## config.mk

```make
export PLATFORM = sky130hd
export DESIGN_NAME = ecc_reg_scrubber
export DESIGN_NICKNAME = d
export VERILOG_FILES = /design/src/rtl/ecc_scrub_pkg.sv /design/src/rtl/ecc_sat_counter.sv /design/src/rtl/ecc_reg_scrubber.sv
export SDC_FILE = /design/constraint.sdc
export NUM_CORES = 1
export LEC_CHECK = 0
export ABC_AREA = 1
export BUFFER_PORTS_ARGS = -buffer_cell sky130_fd_sc_hd__clkbuf_2
export CAP_MARGIN = 20
export CORE_ASPECT_RATIO = 0.9
export CORE_MARGIN = 5
export CORE_UTILIZATION = 45
export DETAILED_ROUTE_END_ITERATION = 6
export PLACE_DENSITY_LB_ADDON = 0.08
export SLEW_MARGIN = 15
export SYNTH_ARGS = -nofsm -noshare
export SYNTH_HDL_FRONTEND = slang
export SYNTH_SLANG_ARGS = --single-unit
export TNS_END_PERCENT = 50
```

## constraint.sdc

```tcl
create_clock -name clk -period 1.6 [get_ports clk]
set_input_delay 0.16 -clock clk [delete_from_list [all_inputs] [get_ports clk]]
set_output_delay 0.16 -clock clk [all_outputs]
set_load 0.05 [all_outputs]
```

## src/rtl/ecc_scrub_pkg.sv

```systemverilog
// Shared types and constants for the ECC register scrubber.
// Holds the FSM state enum, default parameters and a saturating-increment helper.
package ecc_scrub_pkg;

  localparam int unsigned DEF_NUM_REGS       = 100;
  localparam int unsigned DEF_NUM_REG_BITS   = 8;
  localparam int unsigned DEF_SCRUB_INTERVAL = 1024;
  localparam int unsigned DEF_CNT_WIDTH      = 16;

  typedef enum logic [2:0] {
    IDLE  = 3'd0,
    READ  = 3'd1,
    CHECK = 3'd2,
    WB    = 3'd3,
    NEXT  = 3'd4
  } scrub_state_e;

  // Increment that sticks at the all-ones value of a width-bit counter.
  function automatic logic [63:0] sat_inc(input logic [63:0] val, input int unsigned width);
    logic [63:0] max_val;
    max_val = (width >= 64) ? '1 : ((64'd1 << width) - 64'd1);
    return (val >= max_val) ? max_val : val + 64'd1;
  endfunction

endpackage

```

## src/rtl/ecc_sat_counter.sv

```systemverilog
// Saturating event counter with synchronous clear; clear wins over increment.
module ecc_sat_counter
  import ecc_scrub_pkg::*;
#(
  parameter int unsigned WIDTH = DEF_CNT_WIDTH
) (
  input  logic             clk,
  input  logic             reset_b,
  input  logic             clr,
  input  logic             inc,
  output logic [WIDTH-1:0] count
);

  logic [WIDTH-1:0] count_q, count_d;

  always_comb begin
    count_d = count_q;
    if (clr) begin
      count_d = '0;
    end else if (inc) begin
      count_d = WIDTH'(sat_inc(64'(count_q), WIDTH));
    end
  end

  always_ff @(posedge clk or negedge reset_b) begin
    if (!reset_b) begin
      count_q <= '0;
    end else begin
      count_q <= count_d;
    end
  end

  assign count = count_q;

endmodule

```

## src/rtl/ecc_reg_scrubber.sv

```systemverilog
// Background scrubber and single-write-port arbiter for a bank of SECDED registers.
// Error counters are built only when ECC_SCRUB_STATS_EN is defined; otherwise they read 0.
module ecc_reg_scrubber
  import ecc_scrub_pkg::*;
#(
  parameter int unsigned NUM_REGS       = DEF_NUM_REGS,
  parameter int unsigned NUM_REG_BITS   = DEF_NUM_REG_BITS,
  parameter int unsigned SCRUB_INTERVAL = DEF_SCRUB_INTERVAL,
  parameter int unsigned CNT_WIDTH      = DEF_CNT_WIDTH,
  parameter int unsigned AW             = $clog2(NUM_REGS)
) (
  input  logic                    clk,
  input  logic                    reset_b,
  input  logic                    host_wr_req,
  input  logic [AW-1:0]           host_wr_addr,
  input  logic [NUM_REG_BITS-1:0] host_wr_data,
  output logic                    host_wr_gnt,
  output logic                    host_addr_err,
  input  logic                    scrub_en,
  output logic [AW-1:0]           scrub_addr,
  input  logic [NUM_REG_BITS-1:0] sel_dout,
  input  logic                    sel_single_err,
  input  logic                    sel_double_err,
  input  logic                    sel_parity_err,
  output logic [NUM_REGS-1:0]     ecc_w_en,
  output logic [NUM_REG_BITS-1:0] ecc_w_din,
  output logic                    scrub_busy,
  output logic                    scrub_done,
  output logic                    dbl_err_irq,
  output logic [AW-1:0]           dbl_err_addr,
  output logic [CNT_WIDTH-1:0]    single_cnt,
  output logic [CNT_WIDTH-1:0]    double_cnt,
  input  logic                    cnt_clr
);

  localparam int unsigned IW = $clog2(SCRUB_INTERVAL);

  localparam logic [2:0] ST_IDLE  = IDLE;
  localparam logic [2:0] ST_READ  = READ;
  localparam logic [2:0] ST_CHECK = CHECK;
  localparam logic [2:0] ST_WB    = WB;
  localparam logic [2:0] ST_NEXT  = NEXT;

  localparam logic [AW-1:0] LAST_ADDR  = AW'(NUM_REGS - 1);
  localparam logic [AW:0]   NUM_REGS_W = (AW + 1)'(NUM_REGS);
  localparam logic [IW-1:0] INT_LAST   = IW'(SCRUB_INTERVAL - 1);

  logic [2:0]              state_q, state_d;
  logic [IW-1:0]           int_cnt_q, int_cnt_d;
  logic [AW-1:0]           addr_q, addr_d;
  logic                    hit_q, hit_d;
  logic [NUM_REG_BITS-1:0] wb_data_q, wb_data_d;
  logic [AW-1:0]           dbl_addr_q, dbl_addr_d;
  logic                    done_q, done_d;
  logic                    irq_q, irq_d;
  logic [NUM_REGS-1:0]     w_en_q;
  logic [NUM_REG_BITS-1:0] w_din_q;
  logic                    addr_err_q;

  logic host_in_range;
  logic host_hit;
  logic scrub_wr;
  logic single_inc;
  logic double_inc;

  assign host_in_range = {1'b0, host_wr_addr} < NUM_REGS_W;
  // A granted host write to the register under scrub makes the sampled copy stale.
  assign host_hit      = host_wr_req && (host_wr_addr == addr_q);

  always_comb begin
    state_d    = state_q;
    int_cnt_d  = int_cnt_q;
    addr_d     = addr_q;
    hit_d      = hit_q;
    wb_data_d  = wb_data_q;
    dbl_addr_d = dbl_addr_q;
    done_d     = 1'b0;
    irq_d      = 1'b0;
    scrub_wr   = 1'b0;
    single_inc = 1'b0;
    double_inc = 1'b0;

    if ((state_q inside {ST_READ, ST_CHECK, ST_WB}) && host_hit) begin
      hit_d = 1'b1;
    end

    unique case (state_q)
      ST_IDLE: begin
        if (!scrub_en) begin
          int_cnt_d = '0;
        end else if (int_cnt_q == INT_LAST) begin
          int_cnt_d = '0;
          addr_d    = '0;
          hit_d     = 1'b0;
          state_d   = ST_READ;
        end else begin
          int_cnt_d = int_cnt_q + 1'b1;
        end
      end
      ST_READ: begin
        state_d = ST_CHECK;
      end
      ST_CHECK: begin
        wb_data_d = sel_dout;
        if (hit_q || host_hit) begin
          state_d = ST_NEXT;
        end else if (sel_double_err) begin
          double_inc = 1'b1;
          dbl_addr_d = addr_q;
          irq_d      = 1'b1;
          state_d    = ST_NEXT;
        end else if (sel_single_err || sel_parity_err) begin
          single_inc = 1'b1;
          state_d    = ST_WB;
        end else begin
          state_d = ST_NEXT;
        end
      end
      ST_WB: begin
        if (hit_q || host_hit) begin
          state_d = ST_NEXT;
        end else if (!host_wr_req) begin
          scrub_wr = 1'b1;
          state_d  = ST_NEXT;
        end
      end
      ST_NEXT: begin
        if ((addr_q == LAST_ADDR) || !scrub_en) begin
          done_d  = 1'b1;
          addr_d  = '0;
          state_d = ST_IDLE;
        end else begin
          addr_d  = addr_q + 1'b1;
          hit_d   = 1'b0;
          state_d = ST_READ;
        end
      end
      default: begin
        state_d = ST_IDLE;
      end
    endcase
  end

  always_ff @(posedge clk or negedge reset_b) begin
    if (!reset_b) begin
      state_q    <= ST_IDLE;
      int_cnt_q  <= '0;
      addr_q     <= '0;
      hit_q      <= 1'b0;
      wb_data_q  <= '0;
      dbl_addr_q <= '0;
      done_q     <= 1'b0;
      irq_q      <= 1'b0;
    end else begin
      state_q    <= state_d;
      int_cnt_q  <= int_cnt_d;
      addr_q     <= addr_d;
      hit_q      <= hit_d;
      wb_data_q  <= wb_data_d;
      dbl_addr_q <= dbl_addr_d;
      done_q     <= done_d;
      irq_q      <= irq_d;
    end
  end

  // Scrub writes only issue while the host is idle, so the two sources never overlap.
  always_ff @(posedge clk or negedge reset_b) begin
    if (!reset_b) begin
      w_en_q     <= '0;
      w_din_q    <= '0;
      addr_err_q <= 1'b0;
    end else begin
      w_en_q     <= '0;
      addr_err_q <= host_wr_req && !host_in_range;
      if (host_wr_req && host_in_range) begin
        w_en_q  <= NUM_REGS'(1) << host_wr_addr;
        w_din_q <= host_wr_data;
      end else if (scrub_wr) begin
        w_en_q  <= NUM_REGS'(1) << addr_q;
        w_din_q <= wb_data_q;
      end
    end
  end

`ifdef ECC_SCRUB_STATS_EN
  ecc_sat_counter #(
    .WIDTH (CNT_WIDTH)
  ) u_single_cnt (
    .clk     (clk),
    .reset_b (reset_b),
    .clr     (cnt_clr),
    .inc     (single_inc),
    .count   (single_cnt)
  );

  ecc_sat_counter #(
    .WIDTH (CNT_WIDTH)
  ) u_double_cnt (
    .clk     (clk),
    .reset_b (reset_b),
    .clr     (cnt_clr),
    .inc     (double_inc),
    .count   (double_cnt)
  );
`else
  logic unused_stats;
  assign unused_stats = ^{cnt_clr, single_inc, double_inc};
  assign single_cnt   = '0;
  assign double_cnt   = '0;
`endif

  assign host_wr_gnt   = host_wr_req;
  assign host_addr_err = addr_err_q;
  assign scrub_addr    = addr_q;
  assign ecc_w_en      = w_en_q;
  assign ecc_w_din     = w_din_q;
  assign scrub_busy    = (state_q != ST_IDLE);
  assign scrub_done    = done_q;
  assign dbl_err_irq   = irq_q;
  assign dbl_err_addr  = dbl_addr_q;

endmodule
```

==> metrics <==
Peak VDD IR=0.763 mV; Die ar.=18,600 um^2; EDFF count, synth=0; Clock transition at path regs=60 ps; clock group share of total power=0.479; DP Worst Slack=-79.9 ps; async set or reset register ratio after synthesis=1.00; Hold Crit Start=host_wr_req; largest net degree at the start of global routing=47; GPL Wtd Cong=0.904; unrepaired setup endpoints after global routing=yes; CP arrival=1440 ps; vias in the first global route=6,553; P_leak=4.80 nW; count of different cell masters after synthesis=42; Critical Path, Cell by Cell=nor2_4 > nand2_2 > buf_4 > clkbuf_4; Post-synth top flop=dfrtp_1; Final #Nets=1,065; Worst path max stage delay=430 ps; Worst Setup Path Type=flip-flop to output port; Initial Util=0.463; Detailed Route Iter0 Violations=542; skew final=6.36 ps; most frequent cells in the layout=nand2_1, clkbuf_2, dfrtp_1, buf_4, nand3_1; ANT cells=0; Crit-path slowest cell=dfrtp_1; Hold Path Class=input port to flip-flop; via density per instance=5.38; status=completed; max_slew headroom=0.615; drt first pass iters=5; setup violators final=0; Num CTS Buffers=17; DP Wirelength=17.1 mm; CP Max Fanout=5; f_max=625 MHz; Internal Pwr Total=6.58 mW; kind of launch point of the worst setup path=flip-flop; Logic pwr share=0.094; clock latency on the worst-skew pair=420 ps; Final Slew Violations=0; area delta synth->final=34.1%; Required @ worst endpoint=1440 ps; layout cell share with drive strength beyond 1=0.380; CTS tree=yes; commonest non-fill, non-tap cell in the layout=nand2_1; worst slew pin tran=574 ps; crit path capture type=output port; chip height=130 um; cell row count=43; Final WS setup=1.23 ps; WL per Instance=18.9 um; initial antenna violation count=0; clock buffer depth=2; sequential element share of the synthesized area=0.511; I/O Pins=190; Sw Share=0.256; share of the core filled with cells=0.621; RR Startpoint=scrub_addr[0]$_DFFE_PN0P_; Vias=6,683; total global routing track utilization=0.249; Filler Cells Inserted=1,325; Syn Inst Count=783; global route overflow=0; Max Cap Viol=0; Sequential Power Share=0.427; min cycle time layout=1600 ps; crit path from=state_q[1]$_DFFE_PN0P_; Final Hold Vio Count=0; Seq cells post-synth=147; Mapped Area=7200 um^2; CTS root buffer=clkbuf_16; CTS Sinks=147; first-pass GRT wire length=35.8 mm; core area=15,500 um^2; H-tree Lvls=4; PortBufs=156; DRC viols=0; Synth warnings=0; pwr/cell area=915 nW/um^2; die width=143 um; P_sw=2.26 mW; total wire length=23.5 mm; period utilisation layout=0.999; Mapped Avg Cell Area=9.20 um^2; Antenna Nets Post-Route=0
[cells in the mapped netlist (2+ instances only)]
cell        n  share of area
nand2_1   168          0.088
dfrtp_1   147           0.51
nand3_1    63          0.044
inv_1      58          0.030
nor2_1     51          0.027
buf_4      38          0.040
o21ai_0    38          0.026
o22ai_1    38          0.033
o22ai_2    20          0.035
buf_2      16          0.011
nor3_1     15          0.010
o31ai_1    15          0.016
nand4_1    14          0.012
clkbuf_1    9         0.0047
inv_2       8         0.0042
o211ai_1    8         0.0083
o21ai_2     8         0.0097
ha_1        7          0.012
xor2_1      7         0.0085
buf_6       6         0.0094
nand2_4     5         0.0078
nor2_2      5         0.0043
o21ai_1     5         0.0035
o32ai_1     5         0.0061
inv_4       4         0.0035
nor2_8      4          0.011
nand2_2     3         0.0026
nor4_1      3         0.0026
nand3_2     2         0.0028
[per-layer routing]
layer / vias to the layer above / global-route usage / wire length (um)
met4: 0 / 0.0714 / 444
met5: - / 0 / 0
met3: 37 / 0.0520 / 1710
met2: 285 / 0.399 / 11300
li1: 3064 / - / -
met1: 3297 / 0.347 / 10100
[critical path, delay by kind of cell (launching register included)]
family	cells	cell delay (ps)
DFF	1	430
buffers and inverters	2	360
and+or+nand+nor	2	220
[stage by stage]
| step | cells | hold WS, ps | power [mW] | cell area [um^2] | TNS, ps |
|---|---|---|---|---|---|
| after CTS | 1239 | 74.5 | 8.89 | 9470 | -60.8 |
| after detailed placement | 1190 | 74.4 | 4.63 | 8620 | -278 |
| after global routing | 1242 | 124 | 9.13 | 9660 | -262 |
| final | 1242 | 88.7 | 8.84 | 9660 | 0 |
| after floorplan | 814 | -136 | 4.42 | 7360 | -4.27 |
| after global placement | 1190 | 66.0 | 4.62 | 8620 | -122 |
[flip-flops by register name, indices dropped and copies added, names as in the netlist]
register       flops
host_addr_err      1
int_cnt_q         10
ecc_w_din          8
scrub_addr         7
wb_data_q          8
state_q            3
dbl_err_addr       7
hit_q              1
ecc_w_en         100
scrub_done         1
dbl_err_irq        1
[power by group through the flow]
stage / logic, mW / clock network [mW] / registers, mW
after floorplan: 0.465 / 0 / 3.96
after global placement: 0.772 / 0 / 3.84
after detailed placement: 0.786 / 0 / 3.85
after CTS: 0.821 / 4.29 / 3.78
after global routing: 0.894 / 4.46 / 3.78
final: 0.830 / 4.23 / 3.78
[what timing repair did]
item	4_1_cts	5_1_grt
resized for setup	12	42
setup buffers	0	2
endpoints found under the hold margin	143	0
pin swaps	1	3
endpoints found under the setup margin	22	62
hold buffers	17	0
gates cloned	0	1
[logic make-up (layout without fill, tap and decap cells)]
kind of cell,Yosys count,after routing,synth area share
xor gates and xnor gates,8,8,0.00973
other,1,32,0.000521
AOI/OAI and AO/OA,140,140,0.140
and+or+nand+nor,336,337,0.217
buffers and inverters,144,369,0.109
DFF,147,147,0.511
adders and majority gates,7,7,0.0122
[cell type report]
type	count	area [um^2]	area share
tap	202	253	0.0262
multi-input combinational	524	3070	0.318
clock buffer	17	425	0.0440
timing repair buffer	266	1740	0.180
sequential	147	3690	0.382
clock inverter	15	204	0.0211
inverter	71	277	0.0286
[worst paths after layout]
check / to / slack [ps] / cells after the start
max in group asynchronous: scrub_addr[3]$_DFFE_PN0P_ / 800 / 3
worst min register to register: dbl_err_addr[3]$_DFFE_PN0P_ / 480 / 2
min in group asynchronous: ecc_w_en[6]$_DFF_PN0_ / 200 / 2
worst max register to register: scrub_addr[4]$_DFFE_PN0P_ / 40 / 7
worst max-delay path: scrub_busy / 1 / 4
worst min-delay path: host_addr_err$_DFF_PN0_ / 90 / 3
Power figures use the tool's default switching activity.
